### src/rtl/button_debouncer_pkg.sv
// Shared types and timing constants for the push-button debouncer and
// other board-input conditioning logic.
package button_debouncer_pkg;

  typedef enum logic [1:0] {
    IDLE         = 2'd0,
    PRESS_WAIT   = 2'd1,
    HELD         = 2'd2,
    RELEASE_WAIT = 2'd3
  } deb_state_e;

  localparam int unsigned CLK_HZ = 27_000_000;

  // 10 ms debounce window and 0.5 s long-press threshold at CLK_HZ.
  localparam int unsigned DEFAULT_DEBOUNCE_CYCLES = CLK_HZ / 100;
  localparam int unsigned DEFAULT_LONG_CYCLES     = CLK_HZ / 2;

endpackage

### src/rtl/sync_2ff.sv
// Two-flop synchroniser for a single asynchronous board input.
module sync_2ff #(
  parameter logic RESET_VAL = 1'b0
) (
  input  logic clk,
  input  logic rst,
  input  logic d,
  output logic q
);

  logic r_meta;
  logic r_sync;

  always_ff @(posedge clk) begin
    if (rst) begin
      r_meta <= RESET_VAL;
      r_sync <= RESET_VAL;
    end else begin
      r_meta <= d;
      r_sync <= r_meta;
    end
  end

  assign q = r_sync;

endmodule

### src/rtl/button_debouncer.sv
// Debounces one raw push-button pin into a clean level, press/release/long
// pulses and a wrapping press counter; every output is registered.
module button_debouncer
  import button_debouncer_pkg::*;
#(
  parameter int unsigned DEBOUNCE_CYCLES = DEFAULT_DEBOUNCE_CYCLES,
  parameter int unsigned LONG_CYCLES     = DEFAULT_LONG_CYCLES,
  parameter bit          ACTIVE_LOW      = 1'b1,
  parameter int unsigned COUNT_W         = 6
) (
  input  logic               clk,
  input  logic               rst,
  input  logic               btn_raw,
  output logic               pressed,
  output logic               press_pulse,
  output logic               release_pulse,
  output logic               long_pulse,
  output logic [COUNT_W-1:0] press_count
);

  localparam int unsigned DEB_W  = $clog2(DEBOUNCE_CYCLES);
  localparam int unsigned LONG_W = $clog2(LONG_CYCLES + 1);

  localparam logic [DEB_W-1:0]  DEB_LAST  = DEB_W'(DEBOUNCE_CYCLES - 1);
  localparam logic [LONG_W-1:0] LONG_LAST = LONG_W'(LONG_CYCLES - 1);
  localparam logic [LONG_W-1:0] LONG_SAT  = LONG_W'(LONG_CYCLES);
  localparam logic              RELEASED_LVL = ACTIVE_LOW ? 1'b1 : 1'b0;

  logic w_sync;
  logic r_s;

  deb_state_e         r_state, w_state_nxt;
  logic [DEB_W-1:0]   r_deb_cnt, w_deb_nxt;
  logic [LONG_W-1:0]  r_long_cnt, w_long_nxt;
  logic               r_pressed, w_pressed_nxt;
  logic               r_press_pulse, w_press_pulse_nxt;
  logic               r_release_pulse, w_release_pulse_nxt;
  logic               r_long_pulse, w_long_pulse_nxt;
  logic [COUNT_W-1:0] r_press_count, w_count_nxt;

  sync_2ff #(
    .RESET_VAL (RELEASED_LVL)
  ) u_sync (
    .clk (clk),
    .rst (rst),
    .d   (btn_raw),
    .q   (w_sync)
  );

  // Polarity-corrected, registered copy of the synchronised pin (1 = pressed).
  always_ff @(posedge clk) begin
    if (rst) r_s <= 1'b0;
    else     r_s <= w_sync ^ ACTIVE_LOW;
  end

  always_ff @(posedge clk) begin
    if (rst) begin
      r_state         <= IDLE;
      r_deb_cnt       <= '0;
      r_long_cnt      <= '0;
      r_pressed       <= 1'b0;
      r_press_pulse   <= 1'b0;
      r_release_pulse <= 1'b0;
      r_long_pulse    <= 1'b0;
      r_press_count   <= '0;
    end else begin
      r_state         <= w_state_nxt;
      r_deb_cnt       <= w_deb_nxt;
      r_long_cnt      <= w_long_nxt;
      r_pressed       <= w_pressed_nxt;
      r_press_pulse   <= w_press_pulse_nxt;
      r_release_pulse <= w_release_pulse_nxt;
      r_long_pulse    <= w_long_pulse_nxt;
      r_press_count   <= w_count_nxt;
    end
  end

  always_comb begin
    w_state_nxt         = r_state;
    w_deb_nxt           = r_deb_cnt;
    w_long_nxt          = r_long_cnt;
    w_pressed_nxt       = r_pressed;
    w_press_pulse_nxt   = 1'b0;
    w_release_pulse_nxt = 1'b0;
    w_long_pulse_nxt    = 1'b0;
    w_count_nxt         = r_press_count;

    case (r_state)
      IDLE: begin
        if (r_s) begin
          w_state_nxt = PRESS_WAIT;
          w_deb_nxt   = '0;
        end
      end
      PRESS_WAIT: begin
        if (!r_s) begin
          w_state_nxt = IDLE;
        end else if (r_deb_cnt == DEB_LAST) begin
          w_state_nxt       = HELD;
          w_pressed_nxt     = 1'b1;
          w_press_pulse_nxt = 1'b1;
          w_count_nxt       = r_press_count + COUNT_W'(1);
          w_long_nxt        = '0;
        end else begin
          w_deb_nxt = r_deb_cnt + DEB_W'(1);
        end
      end
      HELD: begin
        if (!r_s) begin
          w_state_nxt = RELEASE_WAIT;
          w_deb_nxt   = '0;
        end else if (r_long_cnt == LONG_LAST) begin
          // Parking at LONG_CYCLES keeps the long pulse to once per press.
          w_long_pulse_nxt = 1'b1;
          w_long_nxt       = LONG_SAT;
        end else if (r_long_cnt < LONG_LAST) begin
          w_long_nxt = r_long_cnt + LONG_W'(1);
        end
      end
      RELEASE_WAIT: begin
        if (r_s) begin
          w_state_nxt = HELD;
        end else if (r_deb_cnt == DEB_LAST) begin
          w_state_nxt         = IDLE;
          w_pressed_nxt       = 1'b0;
          w_release_pulse_nxt = 1'b1;
        end else begin
          w_deb_nxt = r_deb_cnt + DEB_W'(1);
        end
      end
      default: w_state_nxt = IDLE;
    endcase
  end

  assign pressed       = r_pressed;
  assign press_pulse   = r_press_pulse;
  assign release_pulse = r_release_pulse;
  assign long_pulse    = r_long_pulse;
  assign press_count   = r_press_count;

endmodule

### config.mk
export PLATFORM = sky130hd
export DESIGN_NAME = button_debouncer
export DESIGN_NICKNAME = d
export VERILOG_FILES = /design/src/rtl/button_debouncer_pkg.sv /design/src/rtl/sync_2ff.sv /design/src/rtl/button_debouncer.sv
export SDC_FILE = /design/constraint.sdc
export NUM_CORES = 1
export LEC_CHECK = 0
export BUFFER_PORTS_ARGS = -buffer_cell sky130_fd_sc_hd__buf_2
export CORE_ASPECT_RATIO = 0.75
export CORE_MARGIN = 10
export CORE_UTILIZATION = 56
export DETAILED_ROUTE_END_ITERATION = 10
export PLACE_DENSITY = 0.76
export SYNTH_ARGS = -nofsm -noshare
export SYNTH_HDL_FRONTEND = slang
export SYNTH_SLANG_ARGS = --single-unit
### constraint.sdc
create_clock -name clk -period 2.1 [get_ports clk]
set_input_delay 0.105 -clock clk [delete_from_list [all_inputs] [get_ports clk]]
set_output_delay 0.105 -clock clk [all_outputs]
set_load 0.005 [all_outputs]
; After elaboration in Yosys (flattened, before gate mapping)
; Index checks and enable logic that the tools add are counted.
[op_classes]
addsub = 3
eq_ne = 15
n_bitwise = 5
reduce_logical = 11
n_lt_le_gt_ge = 1
muxes = 26
[op_table]
columns = op, count
row1 = 24-bit 2-to-1 mux, 5
row2 = 19-bit 2-to-1 mux, 5
row3 = 19-bit case mux with 4 select lines, 1
row4 = 24-bit case mux with 2 select lines, 1
row5 = 24-bit by 1-bit adder with 24-bit output (second input constant), 1
row6 = 24-bit == test (second input constant), 1
row7 = 24-bit < comparator (second input constant), 1
row8 = 19-bit by 1-bit adder with 19-bit output (second input constant), 1
row9 = 19-bit == test (second input constant), 1
row10 = 2-bit != test (second input constant), 7
row11 = 2-bit 2-to-1 mux, 6
row12 = 5-bit AND reduction, 2
row13 = 3-bit != test (second input constant), 3
row14 = 3-bit OR reduction, 3
row15 = 2-bit case mux with 4 select lines, 1
row16 = 4-bit AND reduction, 2
row17 = 6-bit by 1-bit adder with 6-bit output (second input constant), 1
row18 = 1-bit 2-to-1 mux, 6
row19 = 1-bit NOT, 5
row20 = 2-bit == test (second input constant), 2
row21 = 2-bit nonzero test, 2
row22 = 3-bit AND reduction, 1
row23 = 2-bit by 1-bit == test with 1-bit output (second input constant), 1
row24 = 2-bit logical NOT, 1
row25 = 1-bit case mux with 2 select lines, 1
[word_totals]
output_inout_bits = 10
regBits = 58

; Depth between registers and ports, before layout
; Gate-level depths: netlist of run 1.
[depth]
ltp_word = 5
mapped_depth = 9
ltp_nobuf = 6

; Modules after synthesis
; A second synthesis of run 1 with hierarchy kept.
[unflattened]
hier_cells = 348
hier_area_um2 = 2850.2
[modules_own_cells]
columns = mod, seq_area_each_um2, instances, area_each_um2, cells_each
row1 = button_debouncer, 1121.1, 1, 2797.7, 344
row2 = sync_2ff, 40.0, 1, 52.6, 4

; Least setup slack after synthesis of run 1
; Ideal clock, no wire load.
[synth_path]
path_type = register to register
from = register r_deb_cnt[0]
to = register r_long_cnt[18]
stages_incl_launch_ff = 8
arrival_time_ns = 1.939
required_time_ns = 2.008
path_slack_ns = 0.069
path_cell_list = dfxtp_1 > ha_1 > nor4b_2 > nand2_1 > o31a_1 > buf_6 > or4_1 > o32ai_1
[synth_via]
elab_chain_cells = 3
[synth_lines]
columns = item, line
row1 = "start, declared", button_debouncer.sv:33  ; logic [DEB_W-1:0] r_deb_cnt, w_deb_nxt;
row2 = "start signal, assigned", button_debouncer.sv:68  ; r_deb_cnt <= w_deb_nxt;
row3 = 19-bit == test, button_debouncer.sv:98  ; end else if (r_deb_cnt == DEB_LAST) begin
row4 = 2-bit != test (no source line), n/a
row5 = 5-bit AND reduction (no source line), n/a
row6 = "end signal, assigned", button_debouncer.sv:69  ; r_long_cnt <= w_long_nxt;
row7 = "end, declared", button_debouncer.sv:34  ; logic [LONG_W-1:0] r_long_cnt, w_long_nxt;
; Every way passes these cells.
; A chain may end at the register's enable or synchronous reset.

; Worst setup path in the final report of run 1
[layout_path]
from = register r_long_cnt[19]
to = register r_long_cnt[8]
[layout_via]
elab_chain_cells = 4
[layout_lines]
columns = item
row1 = branches (longest 4 deep; another with 24-bit < comparator)
; Several ways; the timed one is not identified. The select of a mux whose other input is x is not followed.

==> results.toml, run 1 <==
[status]
status = "finished, violations left"
violations = "setup timing"

[placement]
hpwlAfterDp_um = 6370
port_buffers = 12
place_area_sq_um = 3830
gp_congestion = 0.934

[floorplanning]
fp.dieW_um = 109
dieArea_sq_um = 9470
row_count = 24
core_sq_um = 5800
die_h_um = 86.8
io_pins = 13
initial_core_util_pct = 57.5

[clocking]
clkSinkCount = 58
htreeDepth = 3
clk_latency_ns = 0.35
cts_tree = "yes"
root_buffer = "clkbuf_8"
clockBufferDepth = 2
cts_buffers = 9
path_clk_slew_ns = 0.08

[final_layout]
fin_area_sq_um = 4280
diodes = 0
finalNetCount = 472
drive_above_1_share_pct = 30.1
area_growth_pct = 28.4

[setup_path]
required_ns = 2.36
cp_cell_sequence = "nand4bb_1, nor3_2, buf_4, a21oi_4, buf_12, a2111oi_4, mux2i_1"
max_stage_delay_ns = 0.45
r2r_cells = 7
worst_path_max_delay_cell = "dfxtp_1"
crit_fanout = 17
timing.rr.start = "r_long_cnt[19]$_SDFFE_PP0P_"
end_kind = "register"
rrSetupSlack_ns = -0.02
start_kind = "register"
worstSetupPathType = "register to register"
r2r_end = "r_long_cnt[8]$_SDFFE_PP0P_"
cp.arrival_ns = 2.38

[global_routing]
grt_pass1_vias = 3049
grtUsageTotal_pct = 19.8
grt_start_max_net_pins = 33
antenna_found_initial = 0
grt-ovfl-total = 0
grt_pass1_wl_um = 15200

[worst_hold_path]
whs_endpoint = "r_long_cnt[21]$_SDFFE_PP0P_"
hold_depth = 4
min-delay-start = "rst"
min_path_type = "input port to register"

[drt]
first_pass_iters = 8
wl_per_cell_um = 17.9
ant_nets = 0
drcViolationCount = 0
wl_um = 9800
vias = 3444
drt_iter0_drc = 349
viasPerCell = 6.27

[synthesis]
syn_nets = 406
synth_top_area_share_pct = 34.8
ys_async_sr_fraction_pct = 0
seq_area_frac_synth_pct = 34.8
synth_common_cells = "dfxtp_1 (58), nand2_1 (41), nor2_1 (33)"
synth_area_sq_um = 3330
ys_warn_count = 0
syn_inst = 400
yosysMostFrequentCell = "dfxtp_1"
synth-seq-cells = 58
avgSynthCellArea_sq_um = 8.34
synth_top_cell_by_area = "dfxtp_1"
synth_flop_cell = "dfxtp_1"
synth.distinct_cells = 58
synth_edf_count = 0
synthTopCellsByArea = "dfxtp_1 (35%), nand2_1 (4.6%), mux2i_1 (3.9%)"

[sta]
worst_slack_ns = -0.0181
maxSlewViolCount = 0
min_period_ns = 2.12
holdWs_ns = 0.263
tightest_slew_ns = 0.650
max-slew-margin-rel_pct = 56.4
setup_tns_ns = -0.0328
setup-violations-final = 3
period_share_pct = 101
clock.fmax_mhz = 472
hold_viol = 0
rsz0062_at_grt = "true"
fin_skew_ns = 0.0158

[run]
maxCapViolations = 0

[power]
power_mw = 2.36
max-vdd-ir-drop_uv = 368
p_per_area_nw_per_um2 = 551
p_leak_nw = 1.51
## worst max-delay path, delay by kind of cell, from the launching register on
family,cells,cell delay [ns]
AOI/OAI and AO/OA,2,0.42
buffers and inverters,2,0.38
DFF,1,0.45
muxes,1,0.25
and+or+nand+nor,2,0.51
## metrics by stage
step	util [%]	std cells	setup slack, ns
after CTS	70.5	539	0.0280
after global placement	66.1	522	0.0902
after floorplan	-	400	0.0685
final	73.9	549	-0.0181
after detailed placement	66.1	522	0.00849
after global routing	73.9	549	-0.0681
## layout by cell type (no fill, tap or decap), types with 8 or more instances in the layout
| cell type | n |
|---|---|
| o211ai_1 | 17 |
| clkbuf_8 | 10 |
| mux2i_1 | 13 |
| buf_2 | 12 |
| dfxtp_1 | 50 |
| buf_4 | 66 |
| nand3_1 | 18 |
| nand2_1 | 41 |
| inv_1 | 24 |
| nor2_1 | 33 |
| nor3_1 | 9 |
| nand4_1 | 14 |
| a21oi_1 | 9 |
| a31oi_1 | 8 |
| xnor2_1 | 10 |
| a211oi_1 | 11 |
## power by group
| group | total, mW | leakage [nW] | internal (mW) | switching [mW] |
|---|---|---|---|---|
| logic | 0.0659 | 0.923 | 0.0231 | 0.0428 |
| clock network | 1.19 | 0.112 | 0.702 | 0.485 |
| registers | 1.11 | 0.472 | 1.10 | 0.00404 |
| total | 2.36 | 1.51 | 1.83 | 0.532 |
## registers in the layout (all words and copies together) (netlist names), named ones only
name / count
r_long_cnt: 24
u_sync.r_meta: 1
r_s: 1
release_pulse: 1
r_state: 1
press_count: 6
pressed: 1
r_deb_cnt: 19
long_pulse: 1
press_pulse: 1
u_sync.q: 1
## cell type report
| cell class | instances | area [sq um] |
|---|---|---|
| Clock inverter | 6 | 90.1 |
| Clock buffer | 10 | 138 |
| Inverter | 24 | 90.1 |
| Multi-Input combinational cell | 291 | 2080 |
| Tap cell | 78 | 97.6 |
| Timing Repair Buffer | 82 | 608 |
| Sequential cell | 58 | 1170 |
| Fill cell | 421 | 1520 |
## logic make-up (layout without fill, tap and decap cells)
| group | Yosys count | in the layout | synth area share [%] |
|---|---|---|---|
| xor gates and xnor gates | 15 | 15 | 3.94 |
| DFF | 58 | 58 | 34.8 |
| and+or+nand+nor | 167 | 167 | 27.7 |
| adders and majority gates | 3 | 3 | 1.13 |
| muxes | 13 | 13 | 3.90 |
| buffers and inverters | 52 | 122 | 6.90 |
| AOI/OAI and AO/OA | 92 | 93 | 21.6 |
## repair_timing
action / 4_1_cts / 5_1_grt
cloned: 0 / 1
pin swaps: 0 / 4
setup buffers: 0 / 9
hold buffers: 1 / 0
resized for setup: 2 / 27
endpoints found under the hold margin: 1 / 0
endpoints found under the setup margin: 2 / 12
## metal layers
| metal | vias up | wire [um] | GRT usage [%] |
|---|---|---|---|
| met1 | 1615 | 4420 | 26.9 |
| met5 | - | 0 | 0 |
| met4 | 0 | 235 | 5.50 |
| met3 | 38 | 943 | 6.67 |
| li1 | 1625 | - | - |
| met2 | 166 | 4210 | 28.9 |
## worst max path at each step
stage,slack [ns],cells after the start,endpoint,start
3_3_place_gp,0.09,6,r_long_cnt[6]$_SDFFE_PP0P_,r_deb_cnt[1]$_SDFFE_PP0P_
2_1_floorplan,0.07,7,r_long_cnt[18]$_SDFFE_PP0P_,r_deb_cnt[0]$_SDFFE_PP0P_
6_report,-0.02,7,r_long_cnt[8]$_SDFFE_PP0P_,r_long_cnt[19]$_SDFFE_PP0P_
5_1_grt,-0.07,6,r_long_cnt[8]$_SDFFE_PP0P_,r_long_cnt[5]$_SDFFE_PP0P_
4_1_cts,0.03,7,r_long_cnt[14]$_SDFFE_PP0P_,r_long_cnt[1]$_SDFFE_PP0P_
3_5_place_dp,0.008,7,r_long_cnt[8]$_SDFFE_PP0P_,r_deb_cnt[1]$_SDFFE_PP0P_
Power figures use the tool's default switching activity.
==> run 2, diff against run 1 <==
- CORE_UTILIZATION: 56 -> 55
- PLACE_DENSITY: 0.76 -> 0.75
- REMOVE_ABC_BUFFERS: not set -> 1
- SYNTH_HIERARCHICAL: not set -> 1
==> run 2 against run 1 <==
Compared with the run above:
- the run still ends with setup timing left
- power is 0.47% lower
- cell area fell by 9.0%
- combinational power down 11%
- cell count fell by 12%
- fmax shrank 6.9%
- critical path depth is 1 lower
- sequential power is essentially flat
- count of clock-buffer cells in the layout decreased by 1
- critical endpoint is now r_long_cnt[10]$_SDFFE_PP0P_
- highest routed layer unchanged
==> results.toml, run 2 <==
[status]
status = "finished, violations left"
violations = "setup timing"

[drt]
viasPerCell = 6.46
wl_per_cell_um = 19.2
wl_um = 9320
first_pass_iters = 6
drt_iter0_drc = 304
ant_nets = 0
vias = 3135
drcViolationCount = 0

[sta]
period_share_pct = 108
min_period_ns = 2.28
setup-violations-final = 31
tightest_slew_ns = 0.444
fin_skew_ns = 0.0131
max-slew-margin-rel_pct = 70.2
clock.fmax_mhz = 440
hold_viol = 0
maxSlewViolCount = 0
rsz0062_at_grt = "true"
worst_slack_ns = -0.175

[setup_path]
max_stage_delay_ns = 0.54
timing.rr.start = "r_deb_cnt[8]$_SDFFE_PP0P_"
start_kind = "register"
required_ns = 2.38
cp.arrival_ns = 2.55
worst_path_max_delay_cell = "or4b_4"
crit_fanout = 5
rrSetupSlack_ns = -0.18
end_kind = "register"
cp_cell_sequence = "or4b_4, nor4_4, and4bb_2, o22ai_4, or4_4, a21oi_2"
crit_start = "r_deb_cnt[8]$_SDFFE_PP0P_"
worstSetupPathType = "register to register"

[synthesis]
synth_area_sq_um = 2850
syn_inst = 348
synthTopCellsByArea = "dfxtp_1 (41%), nor2_1 (5.8%), a21oi_1 (4.2%)"
yosysMostFrequentCell = "dfxtp_1"
ys_warn_count = 6
synth_top_area_share_pct = 40.7
synth.distinct_cells = 53
avgSynthCellArea_sq_um = 8.19
synth-seq-cells = 58
ys_async_sr_fraction_pct = 0
synth_common_cells = "dfxtp_1 (58), nor2_1 (44), nand2_1 (28)"
synth_edf_count = 0
synth_flop_cell = "dfxtp_1"
seq_area_frac_synth_pct = 40.7
synth_top_cell_by_area = "dfxtp_1"

[placement]
hpwlAfterDp_um = 5080
gp_congestion = 0.867
dp_cells = 460
port_buffers = 12

[final_layout]
num-fill-cells = 305
top_register = "r_long_cnt"
utilization_pct = 78.6
area_growth_pct = 36.6
fin_cells = 485
finalNetCount = 426
layout_common_cells = "dfxtp_1 (56), buf_4 (56), nor2_1 (43)"
diodes = 0
largest_register_ff_count = 24
drive_above_1_share_pct = 32.5

[floorplanning]
initial_core_util_pct = 57.5
row_count = 22
io_pins = 13
dieArea_sq_um = 8490
fp.dieW_um = 103
core_sq_um = 4950
die_h_um = 82.3

[clocking]
cts_tree = "yes"
clkSinkCount = 58
root_buffer = "clkbuf_8"
path_clk_slew_ns = 0.08
htreeDepth = 3
cts_buffers = 9
clockBufferDepth = 2
clk_latency_ns = 0.35

[power]
p_per_area_nw_per_um2 = 603
p_leak_nw = 1.45
max-vdd-ir-drop_uv = 576

[global_routing]
grt_pass1_vias = 2664
grt-ovfl-total = 0
grt_start_max_net_pins = 24
grtUsageTotal_pct = 19.0
grt_pass1_wl_um = 12700
antenna_found_initial = 0

[worst_hold_path]
min-delay-start = "rst"
min_path_type = "input port to register"

[run]
maxCapViolations = 0
-- run 2: per-stage QoR --
stage	hold WS (ns)	total power [mW]	setup slack, ns	area, sq um	setup TNS [ns]
after floorplan	0.174	1.16	-0.446	2780	-3.69
after CTS	0.148	2.34	-0.181	3640	-2.05
after global placement	0.285	1.18	-0.127	3340	-0.426
final	0.163	2.35	-0.175	3890	-2.91
after detailed placement	0.293	1.18	-0.224	3340	-0.901
after global routing	0.178	2.41	-0.212	3890	-4.30
-- run 2: final cells by class --
class,count,area (sq um),area share [%]
Clock inverter,7,103,2.63
Tap cell,60,75.1,1.93
Inverter,6,22.5,0.578
Multi-Input combinational cell,268,1810,46.4
Clock buffer,9,124,3.18
Sequential cell,58,1160,29.9
Timing Repair Buffer,77,598,15.4
-- run 2: layer usage --
layer	wire [um]	global-route usage (%)	up-vias
met5	0	0	-
met2	4270	27.8	197
met4	405	7.34	0
met1	3730	25.6	1471
li1	-	-	1420
met3	914	5.89	47
-- run 2: timing repair --
item	CTS	global route
pin swaps	10	34
gates resized for setup	15	49
buffers inserted	3	5
hold endpoints to repair	1	0
hold buffers	1	0
endpoints found under the setup margin	27	38
-- run 2: path summary, 6_finish.rpt --
kind / to / depth (start not counted)
worst min register to register: r_s$_SDFF_PP0_ / 1
worst min-delay path: press_count[2]$_SDFFE_PP0P_ / 2
worst max register to register: r_long_cnt[10]$_SDFFE_PP0P_ / 6
worst max-delay path: r_long_cnt[10]$_SDFFE_PP0P_ / 6
-- run 2: critical path, delay by kind of cell (launching register included) --
| kind | cells | cell delay [ns] |
|---|---|---|
| DFF | 1 | 0.32 |
| AOI/OAI and AO/OA | 2 | 0.24 |
| and+or+nand+nor | 4 | 1.65 |
-- run 2: logic make-up (layout without fill, tap and decap cells) --
| logic type | after synthesis | in the layout | synth area share [%] |
|---|---|---|---|
| compound gates | 72 | 72 | 15.5 |
| xor+xnor | 22 | 22 | 6.76 |
| fa+ha+maj | 3 | 3 | 1.32 |
| buf+inv | 22 | 99 | 3.20 |
| flops | 58 | 58 | 40.7 |
| mux | 2 | 2 | 0.702 |
| simple gates | 169 | 169 | 31.8 |
-- run 2: power breakdown --
group	switching, mW	internal (mW)
clock network	0.501	0.677
registers	0.00708	1.11
logic	0.0377	0.0209
